<file path="config.mk">
export PLATFORM = sky130hd
export DESIGN_NAME = t8x8_feeder
export DESIGN_NICKNAME = d
export VERILOG_FILES = /design/src/rtl/t8x8_pkg.sv /design/src/rtl/t8x8_feeder.sv
export SDC_FILE = /design/constraint.sdc
export NUM_CORES = 2
export LEC_CHECK = 0
export CAP_MARGIN = 0
export CELL_PAD_IN_SITES_DETAIL_PLACEMENT = 0
export CELL_PAD_IN_SITES_GLOBAL_PLACEMENT = 2
export CORE_MARGIN = 3
export CORE_UTILIZATION = 42
export DETAILED_ROUTE_END_ITERATION = 10
export PLACE_DENSITY = 0.75
export SLEW_MARGIN = 20
export SYNTH_ARGS = -nofsm -noshare
export SYNTH_HDL_FRONTEND = slang
export SYNTH_SLANG_ARGS = --single-unit
</file>
<file path="constraint.sdc">
create_clock -name clk -period 20.2 [get_ports clk]
set_clock_uncertainty 0.05 [all_clocks]
set_input_delay 2.02 -clock clk [delete_from_list [all_inputs] [get_ports clk]]
set_output_delay 2.02 -clock clk [all_outputs]
set_load 0.02 [all_outputs]
</file>
<file path="src/rtl/t8x8_pkg.sv">
// Shared definitions for the t8x8 transpose array, its feeder and their benches.
package t8x8_pkg;

  localparam int unsigned DefN = 8;
  localparam int unsigned DefW = 32;

  typedef logic [DefW-1:0] word_t;

  typedef enum logic {
    LOAD,
    DRAIN
  } state_t;

endpackage

</file>
<file path="src/rtl/t8x8_feeder.sv">
// Upstream feeder for the t8x8 array: buffers one NxN tile row by row, then replays it
// as a diagonally skewed column stream (lane i lags lane i-1 by one cycle).
module t8x8_feeder
  import t8x8_pkg::*;
#(
  parameter int unsigned N  = DefN,
  parameter int unsigned W  = DefW,
  parameter int unsigned TW = $clog2(2 * N)
) (
  input  logic         clk,
  input  logic         reset,
  input  logic         enable,
  input  logic [W-1:0] in_data   [N-1:0],
  input  logic         in_valid,
  output logic         in_ready,
  output logic [W-1:0] x_out     [N-1:0],
  output logic [N-1:0] v_out,
  output logic [N-1:0] clear_out,
  output logic [N-1:0] shift_out,
  output logic         busy
);

  localparam int unsigned RW = (N > 1) ? $clog2(N) : 1;

  state_t         state_q;
  logic [RW-1:0]  r_q;
  logic [TW-1:0]  t_q;
  // Low for the first cycle after reset so in_ready stays 0 there.
  logic           live_q;
  logic [W-1:0]   tile_q [N][N];

  logic accept;
  logic draining;

  assign draining = (state_q == DRAIN);
  assign in_ready = live_q && enable && (state_q == LOAD);
  assign accept   = in_valid && in_ready;
  assign busy     = draining;

  // Control FSM: row counter in LOAD, drain step counter in DRAIN.
  always_ff @(posedge clk) begin
    if (!reset) begin
      state_q <= LOAD;
      r_q     <= '0;
      t_q     <= '0;
      live_q  <= 1'b0;
    end else begin
      live_q <= 1'b1;
      if (enable) begin
        unique case (state_q)
          LOAD: begin
            if (accept) begin
              if (r_q == RW'(N - 1)) begin
                r_q     <= '0;
                t_q     <= '0;
                state_q <= DRAIN;
              end else begin
                r_q <= r_q + RW'(1);
              end
            end
          end
          DRAIN: begin
            if (t_q == TW'(2 * N - 1)) begin
              t_q     <= '0;
              state_q <= LOAD;
            end else begin
              t_q <= t_q + TW'(1);
            end
          end
        endcase
      end
    end
  end

  // Tile storage: one row written per accepted beat, never cleared.
  always_ff @(posedge clk) begin
    if (reset && accept) begin
      for (int j = 0; j < N; j++) begin
        tile_q[r_q][j] <= in_data[j];
      end
    end
  end

  // Per-lane skew mux: lane i outputs column i, row t-i, during steps i..i+N-1.
  for (genvar i = 0; i < N; i++) begin : g_lane
    logic [TW-1:0] rel;
    logic          win;

    // Wraps to >= N when t < i, so one compare covers both window edges.
    assign rel = t_q - TW'(i);
    assign win = draining && (rel < TW'(N));

    // x_out ignores enable so it holds through a stall.
    assign x_out[i]     = win ? tile_q[rel[RW-1:0]][i] : '0;
    assign v_out[i]     = win && enable;
    assign clear_out[i] = draining && enable && (t_q == TW'(i));
    assign shift_out[i] = draining && enable && (t_q == TW'(i + N));
  end

endmodule

</file>
==> flow_summary.yaml <==
run_status:
  outcome: "finished, final reports clean"
sta:
  finalCriticalPeriod_ns: 8.55
  rsz0062_at_grt: "false"
  fmaxAchievable_mhz: 117
  final-hold-violation-count: 0
  worst_slack_ns: 11.65
  setup_viol: 0
  tightestPinTransition_ns: 1.27
  final.period_utilization_pct: 42.3
  report.final.slew_viol_count: 0
  max-slew-margin-rel_pct: 15.1
  setup-tns-final_ns: 0
logic_synthesis:
  asyncSetResetFlopFracSynth_pct: 0
  mappedNetlistArea_sq_um: 78800
  synth_edf_count: 2048
  ys_top_cells_by_area: "sky130_fd_sc_hd__edfxtp_1, sky130_fd_sc_hd__mux4_2, sky130_fd_sc_hd__mux2i_1, sky130_fd_sc_hd__nand2_1, sky130_fd_sc_hd__nor3_1"
  synth_nets: 3729
  synth.avg_cell_area_sq_um: 22.8
  synth.top_cell.area_share_pct: 78.0
  post_synth_inst_count: 3453
  post-synth-top-area-cell: "sky130_fd_sc_hd__edfxtp_1"
  flip_flop_and_latch_count_after_synthesis: 2060
  synth.lib_cells_used.distinct: 40
  synth_warnings: 0
  synth_flop_cell: "sky130_fd_sc_hd__edfxtp_1"
  synth_seq_area_share_pct: 78.3
placement:
  dp_slack_ns: 12.18
  dp_cells: 6345
  dpl.hpwl_mm: 102
  port-buffer-count: 541
  gp_congestion: 0.741
clock_tree:
  clkSlewWorstSetupHoldPaths_ns: 0.06
  post_cts.repair.setup_buffers: 0
  cts-hold-fix-buffers: 0
  root_buffer: "sky130_fd_sc_hd__clkbuf_16"
  ctsHtreeMaxLevel: 4
  ctsLongestPathBuffers: 3
  numCtsBuffers: 208
  tritoncts_clock_tree: "yes"
  cts_repair_resized_insts: 0
  skew_pair_late_insertion_delay_ns: 0.83
  cts.sink_count: 2060
drt:
  postRouteWirelength_mm: 189
  detail_route.drc_violations: 0
  drt-wirelength-per-cell_microns: 28.0
  detail-route-antenna-nets: 0
  drt_iter0_markers: 2601
  via_per_inst: 5.47
  drt_pass1_iterations: 8
  dr_total_vias: 36900
final_layout:
  drive_gt1_share_pct: 20.6
  instances_no_fill: 6739
  area.growth.synth_to_final_pct: 18.7
  fillCellCount: 14800
  mostFrequentLayoutCell: "sky130_fd_sc_hd__edfxtp_1"
  most-common-layout-cells: "sky130_fd_sc_hd__edfxtp_1, sky130_fd_sc_hd__clkdlybuf4s50_1, sky130_fd_sc_hd__mux4_2"
  ff_latch_area_sq_um: 61800
  fin_nets: 4351
  multi_input_gate_area_sq_um: 16000
power_and_ir_drop:
  powerDensity_nw_per_um2: 91.0
  power_leakage_nw: 28.3
  ir_worst_vdd_mv: 0.0751
  total_power_consumption_mw: 8.52
setup_path:
  timing.critical_path.from_type: "flop"
  worst-path-max-fanout: 156
  worst-endpoint-required_ns: 18.13
  timing.critical_path.to_type: "primary output"
  timing_worst_setup_path_type: "flop to primary output"
  worst_ep_arrival_time_ns: 6.48
floorplanning:
  design.portCount: 542
  initial_utilization_pct: 42.4
  design.die.area_sq_um: 193000
  floorplan.rows: 158
  die_h_microns: 439
  core_area_sq_um: 186000
  die_outline_width_microns: 439
global_routing:
  global_route.usage.total_pct: 19.6
  maximum_number_of_pins_on_one_net_before_global_route_repair: 162
  antenna_found_initial: 39
  global_route.overflow_total: 0
  first_global_vias: 38800
  grt_pass1_wl_mm: 275
min_path:
  kind_of_path_behind_the_tightest_hold_check: "flop to flop"
job:
  max_cap_violations: 0
## sequential cells by signal (all words and copies together), names as in the netlist, named ones only
register and cells:
t_q 4, live_q 1, r_q 3, tile_q 2048, busy 1
## synthesized netlist by cell type (2+ instances only)
library cell	count
sky130_fd_sc_hd__a21oi_1	73
sky130_fd_sc_hd__a31oi_1	2
sky130_fd_sc_hd__and3_1	17
sky130_fd_sc_hd__buf_1	18
sky130_fd_sc_hd__buf_12	2
sky130_fd_sc_hd__buf_2	56
sky130_fd_sc_hd__buf_4	36
sky130_fd_sc_hd__buf_6	30
sky130_fd_sc_hd__clkbuf_1	49
sky130_fd_sc_hd__clkinv_1	2
sky130_fd_sc_hd__dfxtp_1	12
sky130_fd_sc_hd__edfxtp_1	2048
sky130_fd_sc_hd__ha_1	16
sky130_fd_sc_hd__inv_1	4
sky130_fd_sc_hd__mux2i_1	192
sky130_fd_sc_hd__mux4_1	5
sky130_fd_sc_hd__mux4_2	507
sky130_fd_sc_hd__nand2_1	140
sky130_fd_sc_hd__nand2b_1	2
sky130_fd_sc_hd__nand3_1	5
sky130_fd_sc_hd__nor2_1	109
sky130_fd_sc_hd__nor3_1	100
sky130_fd_sc_hd__o21ai_0	4
sky130_fd_sc_hd__o311a_1	2
sky130_fd_sc_hd__or3_1	2
sky130_fd_sc_hd__xnor2_1	5
sky130_fd_sc_hd__xor2_4	2
## layout make-up
type / count / share of cell area, %
clock inverters: 122 / 1.21
clock buffers: 255 / 5.80
flip-flops and latches: 2060 / 66.0
multi-input cells: 1195 / 17.1
repair buffers: 603 / 6.47
inverters: 7 / 0.0308
well taps: 2480 / 3.32
diodes: 17 / 0.0455
## stage by stage
step	utilization (%)	hold WS, ns	area [sq um]
finish	50.3	0.459	93600
global route	50.3	0.495	93500
CTS	50.3	0.464	93500
detailed placement	46.7	0.451	87000
global placement	46.7	0.440	86900
floorplan	-	0.420	78800
## cell families after synthesis
group                      Yosys count  share of synthesized area (%)
AOI/OAI and AO/OA                   86                          0.578
xor gates and xnor gates             8                          0.137
adders and majority gates           16                          0.254
buffers and inverters              198                           1.53
DFF                               2060                           78.3
muxes                              704                           17.1
and+or+nand+nor                    381                           2.08
## worst max-delay path, cell delays in order (launching register included)
cell,delay (ns)
sky130_fd_sc_hd__dfxtp_4,0.93
sky130_fd_sc_hd__buf_4,0.86
sky130_fd_sc_hd__inv_1,0.39
sky130_fd_sc_hd__ha_4,0.90
sky130_fd_sc_hd__buf_12,0.63
sky130_fd_sc_hd__mux4_2,0.38
sky130_fd_sc_hd__mux2i_1,0.07
sky130_fd_sc_hd__nor3_1,0.39
sky130_fd_sc_hd__clkdlybuf4s50_1,0.71
## power breakdown
| part | total, mW | internal [mW] | switching, mW |
|---|---|---|---|
| Combinational | 0.115 | 0.0492 | 0.0655 |
| Sequential | 4.71 | 4.71 | 0.00261 |
| Clock | 3.69 | 2.10 | 1.59 |
| Total | 8.52 | 6.86 | 1.66 |
## worst paths after layout
path                                    to                start  slack [ns]  depth (start not counted)
setup / recovery                x_out[162]  t_q[0]$_SDFFE_PN0P_       11.65                          8
hold reg to reg        r_q[0]$_SDFFE_PN0P_  r_q[0]$_SDFFE_PN0P_        0.46                          2
setup reg to reg  tile_q[6][194]$_DFFE_PP_    busy$_SDFFE_PN0P_       15.56                          5
hold / removal         r_q[0]$_SDFFE_PN0P_  r_q[0]$_SDFFE_PN0P_        0.46                          2
## layer usage
layer / track usage [%] / vias up / wire length, microns
met5: 0 / - / 76
met4: 6.98 / 12 / 6050
met3: 3.32 / 295 / 8570
met1: 25.5 / 19900 / 76400
met2: 33.4 / 902 / 97900
li1: - / 15700 / -
(Power assumes the default switching activity.)
